[src/rtl/cache_mem_arb_pkg.sv]
// ============================================================================
// Module : cache_mem_arb_pkg
// Brief  : Shared types and defaults for the I$/D$ main-memory arbiter.
// Rev    : 1.0 - initial release
// ============================================================================
`default_nettype none

package cache_mem_arb_pkg;

  // Default geometry of the shared memory port
  localparam int DEF_ADDR_BITS = 28;
  localparam int DEF_DATA_BITS = 128;
  localparam int DEF_BEATS     = 4;

  // Arbiter transaction state
  typedef enum logic [1:0] {
    IDLE  = 2'd0,
    REQ   = 2'd1,
    WDATA = 2'd2,
    RRESP = 2'd3
  } state_t;

  // Owner encoding: one bit, the cache currently holding the memory port
  localparam logic OWNER_IC = 1'b0;
  localparam logic OWNER_DC = 1'b1;

endpackage

`default_nettype wire

[src/rtl/cache_mem_arbiter_arb_select.sv]
// ============================================================================
// Module : arb_select
// Brief  : Combinational two-requester selector (I$ vs D$).
//          Build option ARB_ROUND_ROBIN_EN: simultaneous requests go to the
//          cache not granted last; otherwise D$ has fixed priority.
// Rev    : 1.0 - initial release
// ============================================================================
`default_nettype none

module arb_select
  import cache_mem_arb_pkg::*;
(
  input  logic ic_req,
  input  logic dc_req,
  input  logic last_grant,
  output logic grant_valid,
  output logic grant
);

  assign grant_valid = ic_req | dc_req;

`ifdef ARB_ROUND_ROBIN_EN
  // Round-robin pick: a lone requester always wins, a tie flips from last grant
  always_comb begin
    grant = OWNER_DC;
    if (ic_req && dc_req) begin
      grant = ~last_grant;
    end else if (ic_req) begin
      grant = OWNER_IC;
    end
  end
`else
  // Last grant is irrelevant with fixed priority
  logic unused_last_grant;
  assign unused_last_grant = last_grant;

  // Fixed priority pick: D$ wins any tie
  always_comb begin
    grant = OWNER_DC;
    if (ic_req && !dc_req) begin
      grant = OWNER_IC;
    end
  end
`endif

endmodule

`default_nettype wire

[src/rtl/cache_mem_arbiter.sv]
// ============================================================================
// Module : cache_mem_arbiter
// Brief  : Shares the single main-memory port between I$ and D$. One cache
//          owns the port per transaction (request, write beats, read beats);
//          the arbiter returns to IDLE after the last beat.
//          Build option ARB_ROUND_ROBIN_EN selects round-robin tie breaking.
// Rev    : 1.0 - initial release
// ============================================================================
`default_nettype none

module cache_mem_arbiter
  import cache_mem_arb_pkg::*;
#(
  parameter int ADDR_BITS = DEF_ADDR_BITS,
  parameter int DATA_BITS = DEF_DATA_BITS,
  parameter int BEATS     = DEF_BEATS
) (
  input  logic                   clk,
  input  logic                   reset,

  input  logic                   ic_mem_req_valid,
  output logic                   ic_mem_req_ready,
  input  logic [ADDR_BITS-1:0]   ic_mem_req_addr,
  input  logic                   ic_mem_req_rw,
  input  logic                   ic_mem_req_data_valid,
  output logic                   ic_mem_req_data_ready,
  input  logic [DATA_BITS-1:0]   ic_mem_req_data_bits,
  input  logic [DATA_BITS/8-1:0] ic_mem_req_data_mask,
  output logic                   ic_mem_resp_valid,
  output logic [DATA_BITS-1:0]   ic_mem_resp_data,

  input  logic                   dc_mem_req_valid,
  output logic                   dc_mem_req_ready,
  input  logic [ADDR_BITS-1:0]   dc_mem_req_addr,
  input  logic                   dc_mem_req_rw,
  input  logic                   dc_mem_req_data_valid,
  output logic                   dc_mem_req_data_ready,
  input  logic [DATA_BITS-1:0]   dc_mem_req_data_bits,
  input  logic [DATA_BITS/8-1:0] dc_mem_req_data_mask,
  output logic                   dc_mem_resp_valid,
  output logic [DATA_BITS-1:0]   dc_mem_resp_data,

  output logic                   mem_req_valid,
  input  logic                   mem_req_ready,
  output logic [ADDR_BITS-1:0]   mem_req_addr,
  output logic                   mem_req_rw,
  output logic                   mem_req_data_valid,
  input  logic                   mem_req_data_ready,
  output logic [DATA_BITS-1:0]   mem_req_data_bits,
  output logic [DATA_BITS/8-1:0] mem_req_data_mask,
  input  logic                   mem_resp_valid,
  input  logic [DATA_BITS-1:0]   mem_resp_data
);

  localparam int                  CNT_BITS  = $clog2(BEATS);
  localparam logic [CNT_BITS-1:0] LAST_BEAT = CNT_BITS'(BEATS - 1);

  state_t              state;
  state_t              state_next;
  logic                owner;
  logic [CNT_BITS-1:0] beat_cnt;
  logic                last_grant;
  logic                grant_valid;
  logic                grant;

  logic                req_fire;
  logic                wdata_fire;
  logic                resp_beat;
  logic                beat_last;

  arb_select u_arb_select (
    .ic_req      (ic_mem_req_valid),
    .dc_req      (dc_mem_req_valid),
    .last_grant  (last_grant),
    .grant_valid (grant_valid),
    .grant       (grant)
  );

`ifdef ARB_ROUND_ROBIN_EN
  logic rr_last;

  // Remember who was granted most recently for round-robin tie breaking
  always_ff @(posedge clk or negedge reset) begin
    if (!reset) begin
      rr_last <= OWNER_IC;
    end else if (state == IDLE && grant_valid) begin
      rr_last <= grant;
    end
  end

  assign last_grant = rr_last;
`else
  assign last_grant = OWNER_IC;
`endif

  // Handshake events of the current transaction phase
  assign req_fire   = (state == REQ)   && mem_req_valid && mem_req_ready;
  assign wdata_fire = (state == WDATA) && mem_req_data_valid && mem_req_data_ready;
  assign resp_beat  = (state == RRESP) && mem_resp_valid;
  assign beat_last  = (beat_cnt == LAST_BEAT);

  // State register
  always_ff @(posedge clk or negedge reset) begin
    if (!reset) begin
      state <= IDLE;
    end else begin
      state <= state_next;
    end
  end

  // Next-state logic: arbitrate, issue request, then move data beats
  always_comb begin
    state_next = state;
    case (state)
      IDLE:    if (grant_valid) state_next = REQ;
      REQ:     if (req_fire) state_next = mem_req_rw ? WDATA : RRESP;
      WDATA:   if (wdata_fire && beat_last) state_next = IDLE;
      RRESP:   if (resp_beat && beat_last) state_next = IDLE;
      default: state_next = IDLE;
    endcase
  end

  // Latch the arbitration winner for the whole transaction
  always_ff @(posedge clk or negedge reset) begin
    if (!reset) begin
      owner <= OWNER_DC;
    end else if (state == IDLE && grant_valid) begin
      owner <= grant;
    end
  end

  // Beat counter: cleared when the request is accepted, wraps at completion
  always_ff @(posedge clk or negedge reset) begin
    if (!reset) begin
      beat_cnt <= '0;
    end else if (req_fire) begin
      beat_cnt <= '0;
    end else if (wdata_fire || resp_beat) begin
      beat_cnt <= beat_last ? '0 : beat_cnt + CNT_BITS'(1);
    end
  end

  // Output routing: only the owner is connected, and only in its phase
  always_comb begin
    mem_req_valid         = 1'b0;
    mem_req_addr          = '0;
    mem_req_rw            = 1'b0;
    mem_req_data_valid    = 1'b0;
    mem_req_data_bits     = '0;
    mem_req_data_mask     = '0;
    ic_mem_req_ready      = 1'b0;
    dc_mem_req_ready      = 1'b0;
    ic_mem_req_data_ready = 1'b0;
    dc_mem_req_data_ready = 1'b0;
    ic_mem_resp_valid     = 1'b0;
    dc_mem_resp_valid     = 1'b0;
    ic_mem_resp_data      = '0;
    dc_mem_resp_data      = '0;
    case (state)
      REQ: begin
        if (owner == OWNER_DC) begin
          mem_req_valid    = dc_mem_req_valid;
          mem_req_addr     = dc_mem_req_addr;
          mem_req_rw       = dc_mem_req_rw;
          dc_mem_req_ready = mem_req_ready;
        end else begin
          mem_req_valid    = ic_mem_req_valid;
          mem_req_addr     = ic_mem_req_addr;
          mem_req_rw       = ic_mem_req_rw;
          ic_mem_req_ready = mem_req_ready;
        end
      end
      WDATA: begin
        if (owner == OWNER_DC) begin
          mem_req_data_valid    = dc_mem_req_data_valid;
          mem_req_data_bits     = dc_mem_req_data_bits;
          mem_req_data_mask     = dc_mem_req_data_mask;
          dc_mem_req_data_ready = mem_req_data_ready;
        end else begin
          mem_req_data_valid    = ic_mem_req_data_valid;
          mem_req_data_bits     = ic_mem_req_data_bits;
          mem_req_data_mask     = ic_mem_req_data_mask;
          ic_mem_req_data_ready = mem_req_data_ready;
        end
      end
      RRESP: begin
        ic_mem_resp_data = mem_resp_data;
        dc_mem_resp_data = mem_resp_data;
        if (owner == OWNER_DC) begin
          dc_mem_resp_valid = mem_resp_valid;
        end else begin
          ic_mem_resp_valid = mem_resp_valid;
        end
      end
      default: ;
    endcase
  end

`ifndef SYNTHESIS
  // Flag read beats the memory delivers while no read response is expected
  always_ff @(posedge clk) begin
    if (reset && mem_resp_valid) begin
      assert (state == RRESP)
        else $warning("cache_mem_arbiter: memory response beat dropped outside RRESP");
    end
  end
`endif

endmodule

`default_nettype wire
[config.mk]
export PLATFORM = sky130hd
export DESIGN_NAME = cache_mem_arbiter
export DESIGN_NICKNAME = d
export VERILOG_FILES = /design/src/rtl/cache_mem_arb_pkg.sv /design/src/rtl/cache_mem_arbiter_arb_select.sv /design/src/rtl/cache_mem_arbiter.sv
export SDC_FILE = /design/constraint.sdc
export NUM_CORES = 1
export LEC_CHECK = 0
export CAP_MARGIN = 10
export CORE_AREA = 3 3 354 356
export DETAILED_ROUTE_END_ITERATION = 10
export DIE_AREA = 0 0 357 359
export PLACE_DENSITY = 0.3
export SLEW_MARGIN = 20
export SYNTH_ARGS = -nofsm -noshare
export SYNTH_HDL_FRONTEND = slang
export SYNTH_HIERARCHICAL = 1
export SYNTH_SLANG_ARGS = --single-unit
[constraint.sdc]
create_clock -name clk -period 3.2 [get_ports clk]
set_clock_uncertainty 0.15 [all_clocks]
set_input_delay 0.64 -clock clk [delete_from_list [all_inputs] [get_ports clk]]
set_output_delay 0.64 -clock clk [all_outputs]
set_load 0.02 [all_outputs]
==> reports/qor.txt <==
Slowest cell on crit path: clkdlybuf4s50_1
CP peak stage delay: 0.71 ns
Port Buffers: 919
Vias in the first global route: 8650
Via count: 8087
Overall Global Routing Usage: 8.53%
Fin crit period: 3.11 ns
CP arrival: 2.32 ns
Max-slew violation count: 0
Worst VDD drop: 0.000433 V
Largest net degree at the start of global routing: 57
Final Cycle Share: 97.2%
Fmax: 322 MHz
Die area: 0.128 mm2
Clock latency on the worst-skew pair: 0.23 ns
Worst-margin pin slew: 0.511 ns
Met1 GRT Util: 10.4%
CTS clk-pin slew, worst paths: 0.03 ns
DRC: 0
Mapped Cells: 714
Clock sinks: 5
Worst rel slew slack: 65.0%
Crit start category: flop
CP max FO: 34
Hold crit path type: reg -> reg
1st-iter DRT viols: 237
Final TNS setup: 0 ns
# rows: 128
Fillers: 14041
Post-layout util: 12.8%
Setup violators final: 0
Pre-CTS setup slack: 0.126 ns
Final Cell Area: 0.0157 mm2
Chip Width: 357 um
Placed instance area: 0.0156 mm2
Status: completed
CP cell instances: buf_4 -> and3_1 -> clkdlybuf4s50_1
Final setup margin: 0.0901 ns
First-pass GRT wire length: 76700 um
Area of the multi-input gates: 0.00341 mm2
Max_cap viols: 0
Remaining antenna violation count: 0
Post-Syn Area per Cell: 6.78 um2
Layout cells sized above 1: 6.56%
RSZ-0062 raised after global routing: false
Area grow syn2layout: 224%
Initial Utilization: 3.97%
Mapped cell area: 0.00484 mm2
Nets: 1964
Setup CP Type: reg -> out
CTS tree: yes
Routability cong.: 0.844
Net Count, Synth: 1198
Post-CTS Setup Bufs: 0
Worst Setup End Kind: output port
PD cells: 744 mW/mm2
DRT Wirelength: 59100 um
Total gr overflow: 0
Root buf cell: clkbuf_16
Clock Tree Buf Depth: 2
GRT met2 Usage: 15.0%
I/O pin total: 920
H-tree Lvls: 1
CTS buffer count: 3
Leakage: 0.00620 uW
DIE HEIGHT: 359 um
Antenna violations before repair: 27
Vias/cell: 2.60
Router iterations before antenna repair: 4
FF+latch area: 138 um2
WP data required: 2.41 ns
Drt wl/cell: 19.0 um
Busiest grt layer: met2
Core area: 0.122 mm2
Met3 Track Usage GR: 2.99%
Final hold violation count: 0
Ys Warns: 6
DP HPWL: 54700 um
[final timing paths]
check	slack [ns]	depth (start not counted)	endpoint	start
max	0.09	3	ic_mem_resp_data[6]	state[0]$_DFFE_PN0P_
min	0.42	2	beat_cnt[1]$_DFFE_PN0P_	beat_cnt[1]$_DFFE_PN0P_
max reg2reg	1.14	4	beat_cnt[0]$_DFFE_PN0P_	owner$_DFFE_PN1P_
min in group asynchronous	0.52	1	state[1]$_DFFE_PN0P_	reset
min reg2reg	0.42	2	beat_cnt[1]$_DFFE_PN0P_	beat_cnt[1]$_DFFE_PN0P_
max in group asynchronous	2.11	1	owner$_DFFE_PN1P_	reset
[placed cells by master (no fill, tap or decap), types with 2 or more instances in the layout]
cell and count:
o21ai_0 3, dfrtp_1 2, buf_12 49, inv_1 3
dfrtp_4 2, clkbuf_16 3, nor3_1 2, nand2_1 4
nand3_1 2, mux2i_1 176, nand2b_1 2, buf_4 38
clkdlybuf4s50_1 871, diode_2 4, and3_1 128, nor2_1 180
[area by class of cell]
class	count	area share, %
Clock buffer	4	0.503
Antenna cell	4	0.0639
Inverter	3	0.0719
Multi-Input combinational cell	509	21.8
Timing Repair Buffer	958	63.7
Sequential cell	5	0.879
Tap cell	1625	13.0
[where the power goes]
part	internal, uW	total [uW]	leakage (uW)	switching [uW]
clock	165	204	0.0000382	39.1
combinational	5170	11200	0.00611	6010
sequential	113	258	0.0000552	146
[metal layers]
metal | wire length, um | share of wire (%)
met5 | 222 | 0.38
met4 | 425 | 0.72
met3 | 5800 | 9.8
met2 | 28400 | 48
met1 | 24300 | 41
[flip-flops by register name, indices dropped and copies added, names as in the netlist]
| name | cells |
|---|---|
| beat_cnt | 2 |
| owner | 1 |
| state | 2 |
[metrics by stage]
| stage | hold WS (ns) | power (uW) | cells |
|---|---|---|---|
| 6_report | 0.419 | 11700 | 3108 |
| 5_1_grt | 0.463 | 12300 | 3105 |
| 4_1_cts | 0.412 | 12000 | 3104 |
| 3_5_place_dp | 0.407 | 11700 | 3100 |
| 3_3_place_gp | 0.390 | 11700 | 3100 |
| 2_1_floorplan | 0.194 | 6210 | 714 |
[worst max-delay path: cells and delay by family (launching register included)]
family / cells / cell delay, ns
buf+inv: 2 / 1.10
flops: 1 / 0.60
simple gates: 1 / 0.34
[repair_timing]
action                                  CTS  global route
hold buffers                              0             0
endpoints found under the setup margin    0             1
gates resized for setup                   0             1
No activity file was read; power rests on OpenSTA's default activity.
